`src/rtl/rf_write_arbiter_pkg.sv`:
```
// Shared constants for the register-file write arbiter: requester indices,
// default widths and the hardwired-zero register address.
package rf_write_arbiter_pkg;

   localparam int REQ_WB = 0;
   localparam int REQ_MD = 1;
   localparam int REQ_LD = 2;

   localparam int AW_DEF = 5;
   localparam int DW_DEF = 32;

   localparam logic [AW_DEF-1:0] R0_ADDR = '0;

   // Round-robin successor over the low-priority indices 1..nreq-1.
   function automatic int rr_next(input int k, input int nreq);
      return (k >= nreq - 1) ? 1 : k + 1;
   endfunction

endpackage

```
`src/rtl/rf_write_arbiter_rr_picker.sv`:
```
// Combinational round-robin pick over low-priority requesters 1..NREQ-1,
// starting the search at rr_ptr and wrapping back to 1.
module rf_rr_picker #(
   parameter int NREQ = 3,
   parameter int PW   = (NREQ > 2) ? $clog2(NREQ) : 1
) (
   input  logic [NREQ-1:1] req_lo,
   input  logic [PW-1:0]   rr_ptr,
   output logic            pick_valid,
   output logic [PW-1:0]   pick_idx
);

   logic [PW-1:0] base;
   logic [PW-1:0] cand;

   always_comb begin
      pick_valid = 1'b0;
      pick_idx   = '0;
      cand       = '0;
      // A zero pointer never occurs in operation; treat it as pointing at 1.
      base       = (rr_ptr == '0) ? '0 : rr_ptr - PW'(1);
      for (int off = 0; off < NREQ - 1; off++) begin
         cand = PW'(((int'(base) + off) % (NREQ - 1)) + 1);
         if (!pick_valid && req_lo[cand]) begin
            pick_valid = 1'b1;
            pick_idx   = cand;
         end
      end
   end

endmodule

```
`src/rtl/rf_write_arbiter.sv`:
```
// Register-file write-port arbiter: fixed priority for write-back with
// starvation relief for long-latency units, plus a pending-write scoreboard.
module rf_write_arbiter
   import rf_write_arbiter_pkg::*;
#(
   parameter int NREQ    = 3,
   parameter int DW      = DW_DEF,
   parameter int AW      = AW_DEF,
   parameter int MAXWAIT = 4
) (
   input  logic               clk,
   input  logic               rst,
   input  logic [NREQ-1:0]    req,
   input  logic [NREQ*AW-1:0] req_addr,
   input  logic [NREQ*DW-1:0] req_data,
   output logic [NREQ-1:0]    gnt,
   input  logic               iss_valid,
   input  logic [AW-1:0]      iss_addr,
   output logic               iss_ready,
   input  logic [AW-1:0]      ra1,
   input  logic [AW-1:0]      ra2,
   output logic               hz1,
   output logic               hz2,
   output logic               rf_we,
   output logic [AW-1:0]      rf_wa,
   output logic [DW-1:0]      rf_wd,
   output logic [31:0]        pending
);

   localparam int PW = (NREQ > 2) ? $clog2(NREQ) : 1;
   localparam int WW = $clog2(MAXWAIT + 1);

   logic [PW-1:0] rr_ptr_q, rr_ptr_d;
   logic [WW-1:0] wait_cnt_q, wait_cnt_d;
   logic          rf_we_q, rf_we_d;
   logic [AW-1:0] rf_wa_q, rf_wa_d;
   logic [DW-1:0] rf_wd_q, rf_wd_d;
   logic [31:0]   pending_q, pending_d;

   logic          lo_req;
   logic          force_lo;
   logic          pick_valid;
   logic [PW-1:0] pick_idx;
   logic          win_any;
   logic [PW-1:0] win_idx;
   logic          lo_win;
   logic [AW-1:0] win_addr;
   logic [DW-1:0] win_data;
   logic          iss_fire;

   rf_rr_picker #(
      .NREQ (NREQ),
      .PW   (PW)
   ) u_picker (
      .req_lo     (req[NREQ-1:1]),
      .rr_ptr     (rr_ptr_q),
      .pick_valid (pick_valid),
      .pick_idx   (pick_idx)
   );

   assign lo_req   = |req[NREQ-1:1];
   assign force_lo = (wait_cnt_q == WW'(MAXWAIT)) && lo_req;

   always_comb begin
      gnt     = '0;
      win_any = 1'b0;
      win_idx = '0;
      if (!rst) begin
         if (req[REQ_WB] && !force_lo) begin
            gnt[REQ_WB] = 1'b1;
            win_any     = 1'b1;
            win_idx     = PW'(REQ_WB);
         end else if (pick_valid) begin
            gnt[pick_idx] = 1'b1;
            win_any       = 1'b1;
            win_idx       = pick_idx;
         end
      end
   end

   assign lo_win = win_any && (win_idx != PW'(REQ_WB));

   always_comb begin
      win_addr = '0;
      win_data = '0;
      for (int i = 0; i < NREQ; i++) begin
         if (gnt[i]) begin
            win_addr = req_addr[i*AW +: AW];
            win_data = req_data[i*DW +: DW];
         end
      end
   end

   always_comb begin
      rr_ptr_d   = rr_ptr_q;
      wait_cnt_d = wait_cnt_q;
      rf_we_d    = 1'b0;
      rf_wa_d    = rf_wa_q;
      rf_wd_d    = rf_wd_q;

      if (lo_win) begin
         rr_ptr_d = PW'(rr_next(int'(win_idx), NREQ));
      end

      if (!lo_req || lo_win) begin
         wait_cnt_d = '0;
      end else if (win_any && wait_cnt_q != WW'(MAXWAIT)) begin
         wait_cnt_d = wait_cnt_q + WW'(1);
      end

      // r0 writes are consumed but never reach the register file.
      if (win_any) begin
         rf_we_d = (win_addr != AW'(R0_ADDR));
         rf_wa_d = win_addr;
         rf_wd_d = win_data;
      end
   end

   assign iss_ready = ~pending_q[iss_addr] | (rf_we_q && rf_wa_q == iss_addr);
   assign iss_fire  = iss_valid && iss_ready && (iss_addr != AW'(R0_ADDR));

   // Clear first, then set, so a same-cycle issue keeps the bit pending.
   always_comb begin
      pending_d = pending_q;
      if (rf_we_q) begin
         pending_d[rf_wa_q] = 1'b0;
      end
      if (iss_fire) begin
         pending_d[iss_addr] = 1'b1;
      end
   end

   assign hz1 = (ra1 != AW'(R0_ADDR)) && pending_q[ra1] && !(rf_we_q && rf_wa_q == ra1);
   assign hz2 = (ra2 != AW'(R0_ADDR)) && pending_q[ra2] && !(rf_we_q && rf_wa_q == ra2);

   always_ff @(posedge clk or posedge rst) begin
      if (rst) begin
         rr_ptr_q   <= PW'(1);
         wait_cnt_q <= '0;
         rf_we_q    <= 1'b0;
         rf_wa_q    <= '0;
         rf_wd_q    <= '0;
         pending_q  <= '0;
      end else begin
         rr_ptr_q   <= rr_ptr_d;
         wait_cnt_q <= wait_cnt_d;
         rf_we_q    <= rf_we_d;
         rf_wa_q    <= rf_wa_d;
         rf_wd_q    <= rf_wd_d;
         pending_q  <= pending_d;
      end
   end

   assign rf_we   = rf_we_q;
   assign rf_wa   = rf_wa_q;
   assign rf_wd   = rf_wd_q;
   assign pending = pending_q;

endmodule

```
`config.mk`:
```
export PLATFORM = sky130hd
export DESIGN_NAME = rf_write_arbiter
export DESIGN_NICKNAME = d
export VERILOG_FILES = /design/src/rtl/rf_write_arbiter_pkg.sv /design/src/rtl/rf_write_arbiter_rr_picker.sv /design/src/rtl/rf_write_arbiter.sv
export SDC_FILE = /design/constraint.sdc
export NUM_CORES = 1
export LEC_CHECK = 0
export CORE_MARGIN = 10
export CORE_UTILIZATION = 39
export CTS_CLUSTER_DIAMETER = 100
export CTS_CLUSTER_SIZE = 28
export DETAILED_ROUTE_END_ITERATION = 8
export HOLD_SLACK_MARGIN = 0.05
export PLACE_DENSITY = 0.87
export SLEW_MARGIN = 5
export SYNTH_ARGS = -nofsm -noshare
export SYNTH_HDL_FRONTEND = slang
export SYNTH_SLANG_ARGS = --single-unit
```
`constraint.sdc`:
```
create_clock -name clk -period 2.4 [get_ports clk]
set_input_delay 0.48 -clock clk [delete_from_list [all_inputs] [get_ports clk]]
set_output_delay 0.48 -clock clk [all_outputs]
set_load 0.02 [all_outputs]
```
==> Word level (Yosys, flattened, before mapping) <==
Cells that the tools add are included.
Widths: inputs -> output; s select.
{ "word_totals": {"ff_bits": 75, "output_inout_bits": 76} }
{ "op_classes": {"add_sub_neg": 6, "n_lt_le_gt_ge": 11, "n_eq_ne": 5, "mux": 43, "bitwise": 6, "reduce_logical": 31} }
{ "ops": {"columns": ["op", "n"], "rows": [
  ["$mux 32", 5],
  ["$and 32x32->32", 1],
  ["$not 32->32", 1],
  ["$or 32x32->32", 1],
  ["$lt 5x6->1 const B", 4],
  ["$reduce_bool 5->1", 4],
  ["$logic_and 1x1->1", 17],
  ["$mux 1", 16],
  ["$bmux 1 s5", 3],
  ["$eq 5x5->1", 3],
  ["$mux 5", 3],
  ["$mux 2", 7],
  ["$mux 3", 4],
  ["$demux 1 s5", 2],
  ["$ge 5x1->1 const B", 2],
  ["$lt 2x3->1 const B", 3],
  ["$logic_not 1->1", 5],
  ["$bmux 1 s2", 2],
  ["$reduce_bool 2->1", 2],
  ["$add 3x1->3 const B", 1],
  ["$eq 3x3->1 const B", 1],
  ["$ne 3x3->1 const B", 1],
  ["$add 1x1->2 const B", 1],
  ["$add 2x1->2 const B", 1],
  ["other kinds (12)", 12]
]} }

==> Logic depth before layout (Yosys ltp) <==
Gate-level depths: netlist of run 1.
{ "depth": {"word_depth": 21, "mapped_depth": 9, "ltp_nobuf": 7} }

==> Cells and area by module <==
A second synthesis of run 1 with hierarchy kept.
{ "hier_totals": {"hier_cells": 509, "hier_area_um2": 4878.4} }
{ "modules_own_cells": {"columns": ["mod", "n_inst", "cells_per_inst", "area_each_um2"], "rows": [
  ["rf_write_arbiter", 1, 504, 4842.1],
  ["rf_rr_picker", 1, 5, 36.3]
]} }

==> Worst setup path after synthesis of run 1 <==
OpenSTA, ideal clock, no wires.
{ "synth_timing": {"kind": "input to register", "startpoint": "in rst", "endpoint": "reg wait_cnt_q[0]", "setup_time_ns": 0.123, "t_arrival_ns": 2.509, "setup_slack_ns": -0.233, "cell_stages": 5, "path_buffers": 1, "cell_sequence": "buf_2 inv_1 nor2_1 a31oi_1 nor2_1"} }
{ "synth_via": {"elab_chain_cells": 5, "word_cells_on_any_way": 8} }
{ "synth_rtl": {"columns": ["element", "line_no", "source"], "rows": [
  ["from (decl)", "rf_write_arbiter.sv:12", "input logic rst,"],
  ["$mux 2", "rf_write_arbiter.sv:68", "if (!rst) begin"],
  ["$reduce_bool 2->1", "rf_write_arbiter.sv:81", "assign lo_win = win_any && (win_idx != PW'(REQ_WB));"],
  ["$logic_and 1x1->1", "rf_write_arbiter.sv:81", null],
  ["$logic_or 1x1->1", "rf_write_arbiter.sv:105", "if (!lo_req || lo_win) begin"],
  ["$mux 3 or $reduce_bool 2->1 (tied branches)", null, null],
  ["to (signal assigned)", "rf_write_arbiter.sv:146", "wait_cnt_q <= wait_cnt_d;"],
  ["to (decl)", "rf_write_arbiter.sv:34", "logic [WW-1:0] wait_cnt_q, wait_cnt_d;"]
]} }
Parallel ways exist; a longest one is shown, timed or not.
A chain may end at the register's enable or synchronous reset.

==> Worst setup path in the final report of run 1 <==
{ "layout_timing": {"startpoint": "reg pending_q[6], in the netlist pending[6]", "endpoint": "out hz1"} }
{ "layout_via": {"elab_chain_cells": 4} }
{ "layout_rtl": {"columns": ["element", "line_no", "source"], "rows": [
  ["from (decl)", "rf_write_arbiter.sv:38", "logic [31:0] pending_q, pending_d;"],
  ["from (signal assigned)", "rf_write_arbiter.sv:150", "pending_q <= pending_d;"],
  ["$bmux 1 s5", "rf_write_arbiter.sv:133", "assign hz1 = (ra1 != AW'(R0_ADDR)) && pending_q[ra1] && !(rf_we_q && rf_wa_q == ra1);"],
  ["$mux 1 (not written as such)", "rf_write_arbiter.sv:133", null],
  ["$logic_and 1x1->1 (2 in a row)", "rf_write_arbiter.sv:133", null],
  ["to (decl)", "rf_write_arbiter.sv:22", "output logic hz1,"]
]} }
Every way passes these cells. The select of a mux whose other input is x is not followed.

==> insert_results.sql, run 1 <==
INSERT INTO impl_metrics (metric_group, metric, value, unit) VALUES
('timing', 'tightest_slew', '0.5723', 'ns'),
('clock_tree', 'cts_buffer_count', '9', ''),
('die', 'chip_height', '131.5', 'microns'),
('yosys', 'synth_top_area_cell', 'dfrtp_1', ''),
('die', 'floorplan.core_area', '12110', 'sq um'),
('yosys', 'syn-mean-instance-area', '9.682', 'sq um'),
('yosys', 'synth_area_leaders', 'dfrtp_1 (38%), mux4_2 (9.3%), a221oi_1 (6.1%), nand2_1 (3.9%), a21oi_1 (3.6%)', ''),
('setup_path', 'r2r_end', 'rf_wd[3]', ''),
('clock_tree', 'insertion_delay', '0.33', 'ns'),
('timing', 'rsz0062_at_grt', 'true', ''),
('grt', 'number_of_global_route_vias_before_repair', '6154', ''),
('grt', 'initial_antenna_violation_count', '1', ''),
('setup_path', 'crit_path_cell_trace', 'mux4_2, mux4_2, mux2i_1, a31oi_1, buf_4', ''),
('setup_path', 'worst-r2r-cell-count', '9', ''),
('yosys', 'synth-edff-count', '0', ''),
('grt', 'grt_pass1_wl', '35780', 'microns'),
('timing', 'postLayoutSetupSlackWorst', '-0.2620', 'ns'),
('place', 'hpwl', '18520', 'microns'),
('cells_and_area', 'nNetsFinal', '928', ''),
('cells_and_area', 'fillCellCount', '938', ''),
('yosys', 'synthesis.yosys.warnings', '0', ''),
('setup_path', 'path_class', 'register to output port', ''),
('setup_path', 'cp.required', '1.92', 'ns'),
('place', 'place_worst_setup_slack', '-0.9660', 'ns'),
('clock_tree', 'tritoncts_num_sinks', '75', ''),
('timing', 'layout_worst_path_cycle_share', '1.109', ''),
('clock_tree', 'holdBufCountCts', '0', ''),
('route', 'dr.first_iter.drc_count', '602', ''),
('timing', 'finalWorstPathRequiredPeriod', '2.662', 'ns'),
('setup_path', 'critical_path.top_delay_family', 'multiplexers', ''),
('timing', 'hold_viol_final', '0', ''),
('route', 'routed-via-count', '5754', ''),
('route', 'drc_errors', '0', ''),
('setup_path', 'max_stage_delay', '0.49', 'ns'),
('yosys', 'postSynthNetCount', '635', ''),
('yosys', 'netlist-cell-type-count', '59', ''),
('timing', 'final_setup_violating_endpoints', '3', ''),
('setup_path', 'critPathLaunchType', 'register', ''),
('grt', 'grt_overflow', '0', ''),
('cells_and_area', 'drive_gt1_frac', '0.2447', ''),
('die', 'start_util', '0.4005', ''),
('yosys', 'yosys_most_used_dff', 'dfrtp_1', ''),
('setup_path', 'cp.buffers_inverters', '1', ''),
('die', 'design.die.area', '17300', 'sq um'),
('clock_tree', 'cts_tree', 'done', ''),
('setup_path', 'cp_startpoint', 'pending[6]', ''),
('route', 'drt_pre_antenna_iters', '6', ''),
('place', 'port-buffer-count', '207', ''),
('worst_hold_path', 'min_delay_path_depth', '1', ''),
('setup_path', 'crit-reg2reg-launch', 'wait_cnt_q[0]', ''),
('route', 'finalWirelength', '23250', 'microns'),
('place', 'globalplace.congestion', '0.9864', ''),
('clock_tree', 'ctsRootBufferMaster', 'clkbuf_16', ''),
('die', 'die_width', '131.5', 'microns'),
('power_and_ir_drop', 'leakage', '0.003329', 'uW'),
('power_and_ir_drop', 'ir_drop', '0.3013', 'mV'),
('outcome', 'violations', 'negative setup slack', ''),
('yosys', 'postSynth.asyncResetShare', '1.000', ''),
('grt', 'track_usage', '0.2587', ''),
('flow_run', 'cap_violations', '0', ''),
('yosys', 'synth.ff_latch_count', '75', ''),
('setup_path', 'worstPathArrival', '2.18', 'ns'),
('cells_and_area', 'design_area', '8263', 'sq um'),
('outcome', 'status', 'finished with violations', ''),
('yosys', 'number_of_instances_in_the_synthesized_netlist', '501', ''),
('clock_tree', 'cts_max_path_buffers', '2', ''),
('setup_path', 'reg2reg_setup_slack', '0.16', 'ns'),
('timing', 'max-slew-margin-rel', '0.6181', ''),
('grt', 'grt_start_max_net_pins', '46', ''),
('place', 'place_inst', '941', ''),
('place', 'placedInstanceArea', '7801', 'sq um');
==> synth_stat cells (11+ instances only) <==
| cell | count |
|---|---|
| nor2b_1 | 20 |
| mux2i_1 | 12 |
| clkbuf_1 | 16 |
| a21oi_1 | 35 |
| nor2_1 | 45 |
| a221oi_1 | 34 |
| dfrtp_1 | 74 |
| nand2_1 | 50 |
| o21ai_0 | 33 |
| mux4_2 | 20 |
| a31oi_1 | 27 |
| buf_2 | 11 |
| and2_1 | 13 |
==> repair_timing <==
item | CTS | global route
gates cloned | 4 | 0
buffers inserted | 2 | 4
pin swaps | 1 | 2
endpoints found under the setup margin | 12 | 5
resized for setup | 63 | 11
==> where the power goes <==
part | internal, uW | switching (uW) | total [uW]
logic | 639 | 620 | 1260
registers | 1370 | 84.3 | 1450
clock network | 749 | 528 | 1280
==> placed cells by master, fill, tap and decap left out, drive strengths merged, types with 2 or more instances in the layout <==
master / synthesis / routed
a21oi: 35 / 35
a221oi: 34 / 34
a222oi: 3 / 3
a22oi: 7 / 7
a31oi: 28 / 28
a32oi: 2 / 2
and2: 14 / 14
and3b: 4 / 4
buf: 22 / 120
clkbuf: 16 / 12
clkdlybuf4s50: 0 / 192
clkinvlp: 0 / 3
dfrtp: 74 / 74
dlygate4sd2: 0 / 6
ha: 2 / 2
inv: 6 / 6
mux2: 4 / 4
mux2i: 12 / 12
mux4: 21 / 21
nand2: 50 / 50
nand3: 12 / 12
nand3b: 7 / 7
nand4: 2 / 2
nor2: 45 / 45
nor2b: 20 / 20
nor3: 2 / 2
nor3b: 4 / 4
nor4: 2 / 2
o21a: 3 / 3
o21ai: 34 / 34
o22ai: 3 / 3
or3: 3 / 3
or3b: 3 / 3
xnor2: 7 / 7
xor2: 8 / 8
==> worst min path at each step <==
stage,from,endpoint,slack (ns)
global route,rr_ptr_q[0],rr_ptr_q[0],0.55
CTS,rr_ptr_q[0],rr_ptr_q[0],0.52
detailed placement,rr_ptr_q[0],rr_ptr_q[0],0.51
finish,rr_ptr_q[0],rr_ptr_q[0],0.52
floorplan,rr_ptr_q[1],rr_ptr_q[1],0.48
global placement,rr_ptr_q[1],rr_ptr_q[1],0.50
==> per-layer routing <==
metal / track usage / part of all wire
met5: 0 / 0
met3: 0.08765 / 0.11
met1: 0.2765 / 0.35
met2: 0.4494 / 0.49
met4: 0.1218 / 0.049
==> flip-flops by register name, summed over array words and instances (netlist names) <==
name and cells:
wait_cnt_q 3, rf_wa 5, rf_wd 32, rf_we 1
pending 32, rr_ptr_q 2
==> cell families after synthesis <==
group	Yosys count	share of synthesized area
compound gates	154	0.2141
xor+xnor	15	0.02708
fa+ha+maj	2	0.005158
buf+inv	44	0.04462
flops	75	0.3872
mux	37	0.1323
simple gates	174	0.1896
==> stage by stage <==
| step | setup TNS (ns) | hold WS (ns) | util |
|---|---|---|---|
| after global routing | -0.7185 | 0.5460 | 0.6822 |
| after floorplan | 0 | 0.4824 | - |
| after CTS | -0.4705 | 0.5224 | 0.6780 |
| final | -0.5624 | 0.5225 | 0.6822 |
| after global placement | -10.87 | 0.5015 | 0.6441 |
| after detailed placement | -12.97 | 0.5131 | 0.6441 |
==> final cells by class <==
type,count,area [sq um],share of cell area
clock buffer,11,252.7,0.03059
timing repair buffer,320,3037,0.3675
clock inverter,3,23.77,0.002877
tap,168,210.2,0.02544
antenna,1,2.502,0.0003028
sequential,75,1891,0.2288
multi-input combinational,382,2820,0.3413
inverter,6,26.28,0.003180
Note: power is estimated with default switching activity, not from simulation.
==> run 2: changes to the inputs <==
--- a/config.mk
+++ b/config.mk
@@ -5,13 +5,14 @@
 export SDC_FILE = /design/constraint.sdc
 export NUM_CORES = 1
 export LEC_CHECK = 0
+export ABC_AREA = 1
 export CORE_MARGIN = 10
 export CORE_UTILIZATION = 39
 export CTS_CLUSTER_DIAMETER = 100
 export CTS_CLUSTER_SIZE = 28
 export DETAILED_ROUTE_END_ITERATION = 8
 export HOLD_SLACK_MARGIN = 0.05
-export PLACE_DENSITY = 0.87
+export PLACE_DENSITY = 0.86
 export SLEW_MARGIN = 5
 export SYNTH_ARGS = -nofsm -noshare
 export SYNTH_HDL_FRONTEND = slang
==> insert_results.sql, run 2 <==
INSERT INTO impl_metrics (metric_group, metric, value, unit) VALUES
('outcome', 'status', 'complete, no violations', ''),
('yosys', 'postSynthNetCount', '886', ''),
('grt', 'grt_start_max_net_pins', '76', ''),
('die', 'chip_height', '132.3', 'microns'),
('timing', 'final_setup_violating_endpoints', '0', ''),
('setup_path', 'timing.critical_path.slowest_stage_cell', 'clkdlybuf4s50_1', ''),
('yosys', 'synth_top_area_cell', 'dfrtp_1', ''),
('die', 'floorplan.core_area', '12160', 'sq um'),
('yosys', 'synth-simple-area-share', '0.4007', ''),
('place', 'hpwl', '16500', 'microns'),
('timing', 'layout_worst_path_cycle_share', '0.9695', ''),
('die', 'core.rowCount', '40', ''),
('place', 'place_inst', '1150', ''),
('grt', 'grt_overflow', '0', ''),
('yosys', 'yosys_most_used_dff', 'dfrtp_1', ''),
('yosys', 'synth_xor_xnor_area_share', '0.005346', ''),
('setup_path', 'worstPathArrival', '1.85', 'ns'),
('cells_and_area', 'layout.cells.most_common', 'nand2_1', ''),
('yosys', 'synth-edff-count', '0', ''),
('clock_tree', 'ctsRootBufferMaster', 'clkbuf_16', ''),
('cells_and_area', 'mostFrequentLayoutCells', 'nand2_1 (294), clkdlybuf4s50_1 (191), dfrtp_1 (74), nand4_1 (65), o21ai_0 (63)', ''),
('yosys', 'number_of_instances_in_the_synthesized_netlist', '752', ''),
('setup_path', 'critPathLaunchType', 'input pin', ''),
('place', 'globalplace.congestion', '0.9701', ''),
('route', 'routed-via-count', '6267', ''),
('yosys', 'synth_top_family_by_area', 'simple AND/OR/NAND/NOR gates', ''),
('timing', 'worst_setup_skew_after_layout', '0.005979', 'ns'),
('die', 'die_width', '132.3', 'microns'),
('yosys', 'postSynth.asyncResetShare', '1.000', ''),
('grt', 'grt_pass1_wl', '33690', 'microns'),
('timing', 'hold_viol_final', '0', ''),
('timing', 'rsz0062_at_grt', 'false', ''),
('power_and_ir_drop', 'ir_drop', '0.3149', 'mV'),
('yosys', 'synth.mux.area_fraction', '0', ''),
('setup_path', 'crit_path_cell_trace', 'clkdlybuf4s50_1, buf_4, a21oi_1, nand2_1, nand2_1, nand2_1, nand2_1, a21oi_2, nor2_1, buf_4', ''),
('yosys', 'synth.ff_latch_count', '75', ''),
('flow_run', 'cap_violations', '0', ''),
('route', 'dr.first_iter.drc_count', '412', ''),
('clock_tree', 'htreeDepth', '3', ''),
('clock_tree', 'insertion_delay', '0.34', 'ns'),
('die', 'design.die.area', '17490', 'sq um'),
('yosys', 'synth.cells.most_frequent', 'nand2_1 (294), dfrtp_1 (74), nand4_1 (65), o21ai_0 (63), nor2_1 (59)', ''),
('yosys', 'syn-mean-instance-area', '6.536', 'sq um'),
('timing', 'tightest_slew', '0.9610', 'ns'),
('route', 'finalWirelength', '21540', 'microns'),
('yosys', 'synthesis.yosys.warnings', '0', ''),
('setup_path', 'path_class', 'input pin to output port', ''),
('timing', 'peak_freq', '429.8', 'MHz'),
('grt', 'initial_antenna_violation_count', '0', ''),
('yosys', 'synth_most_common_cell', 'nand2_1', ''),
('cells_and_area', 'post-route-util', '0.6496', ''),
('cells_and_area', 'drive_gt1_frac', '0.1101', ''),
('cells_and_area', 'nNetsFinal', '1128', ''),
('place', 'port-buffer-count', '207', ''),
('grt', 'number_of_global_route_vias_before_repair', '6414', ''),
('grt', 'track_usage', '0.2377', ''),
('cells_and_area', 'layout-area-overhead-vs-synth', '60.74', '%'),
('timing', 'final.setup.tns', '0', 'ns'),
('worst_hold_path', 'worst_min_delay_path_class', 'register to register', ''),
('yosys', 'synth_top_area_frac', '0.3768', ''),
('clock_tree', 'cts_setup_buffers', '0', ''),
('yosys', 'synth_area_leaders', 'dfrtp_1 (38%), nand2_1 (22%), nand4_1 (8.3%), o21ai_0 (6.4%), nor2_1 (4.5%)', ''),
('setup_path', 'cp.required', '1.92', 'ns'),
('setup_path', 'max_stage_delay', '0.58', 'ns'),
('cells_and_area', 'final-instance-count-excl-fill', '1167', ''),
('route', 'vias_per_cell', '5.370', ''),
('setup_path', 'worst_path_most_repeated_cell', 'nand2_1', ''),
('cells_and_area', 'num_antenna_cells', '0', ''),
('route', 'drt_pre_antenna_iters', '5', ''),
('yosys', 'synth_compound_area_frac', '0.1270', ''),
('timing', 'max-slew-margin-rel', '0.3593', ''),
('clock_tree', 'cts_max_path_buffers', '2', ''),
('clock_tree', 'cts.reportedPaths.clkPinSlew', '0.06', 'ns'),
('die', 'io-pin-count', '208', ''),
('power_and_ir_drop', 'p_per_cell_area', '824.3', 'nW/um^2'),
('route', 'drc_errors', '0', ''),
('route', 'detail-route-antenna-nets', '0', ''),
('clock_tree', 'tritoncts_num_sinks', '75', ''),
('die', 'start_util', '0.4041', ''),
('timing', 'finalWorstPathRequiredPeriod', '2.327', 'ns'),
('clock_tree', 'cts_buffer_count', '9', ''),
('yosys', 'synth-adder-area-share', '0.005092', ''),
('timing', 'final_report_max_slew_violation_count', '0', ''),
('yosys', 'sequential_fraction_of_the_synthesis_area', '0.3821', ''),
('yosys', 'synth_area', '4915', 'sq um'),
('setup_path', 'worst_setup_path_end_kind', 'output port', ''),
('yosys', 'netlist-cell-type-count', '30', ''),
('route', 'avgRoutedWirePerCell', '18.46', 'microns'),
('clock_tree', 'cts_tree', 'done', ''),
('power_and_ir_drop', 'leakage', '0.003568', 'uW'),
('setup_path', 'crit_path_max_fanout', '5', '');
run 2: changes by cell type in the layout (fill, tap and decap cells not counted), sizes merged, moves of 28 or more:
cell,previous run,this run
nand2,50,295
a31oi,28,0
nand4,2,65
buf,120,67
a221oi,34,2
inv,6,55
o21ai,34,64
run 2: worst paths after layout:
kind / end / start / slack, ns / cells past startpoint
max reg2reg: rf_wa[3] / wait_cnt_q[0] / 0.40 / 10
max in group asynchronous: pending[9] / rst / 0.81 / 4
max: hz1 / ra1[2] / 0.07 / 10
min reg2reg: rf_wd[30] / rf_wd[30] / 0.50 / 2
min in group asynchronous: pending[31] / rst / 0.97 / 4
min: rf_wd[30] / rf_wd[30] / 0.50 / 2
run 2: layout make-up:
| class | count | area, sq um |
|---|---|---|
| repair buffers | 270 | 2560 |
| clock buffers | 12 | 266.5 |
| clock inverters | 4 | 47.55 |
| fillers | 1061 | 4262 |
| inverters | 56 | 216.5 |
| multi-input cells | 582 | 2721 |
| well taps | 168 | 210.2 |
| flip-flops and latches | 75 | 1878 |
run 2: worst max-delay path: cells and delay by family:
family | cells | cell delay [ns]
buffers and inverters | 3 | 0.91
AO/OA/AOI/OAI | 2 | 0.18
AND/OR/NAND/NOR | 5 | 0.27
run 2: cells by family (layout without fill, tap and decap cells):
group           count (synthesis)  in the layout
simple gates                  464            464
fa+ha+maj                       2              2
xor+xnor                        3              3
compound gates                113            113
buf+inv                        95            342
flops                          75             75
run 2: metrics by stage:
stage	cell area (sq um)	hold WS, ns	setup WS, ns	power, uW
detailed placement	7522	0.4872	-0.5404	5084
finish	7900	0.5026	0.07323	6512
global route	7900	0.5186	0.004823	6868
floorplan	4950	0.4909	-0.2858	3461
global placement	7522	0.4862	-0.5501	5043
CTS	7901	0.5044	0.006884	6513
run 2: report_power, final:
| group | internal [uW] | switching [uW] | total (uW) | leakage (uW) |
|---|---|---|---|---|
| Clock | 886 | 524 | 1410 | 0.000155 |
| Combinational | 1320 | 1550 | 2870 | 0.00251 |
| Sequential | 1650 | 583 | 2230 | 0.000899 |
| Total | 3850 | 2660 | 6510 | 0.00357 |
run 2: repair_timing:
item                       in CTS  in global routing
setup endpoints to repair       5                  5
resized for setup              45                  7
pin swaps                       0                  1
hold buffers                    0                  0
gates cloned                    1                  0
run 2: per-layer routing:
layer,global-route usage,up-vias,part of all wire
met5,0,-,0
met4,0.1216,0,0.041
met2,0.4126,379,0.49
met3,0.08117,65,0.11
met1,0.2498,2834,0.37
li1,-,2989,-
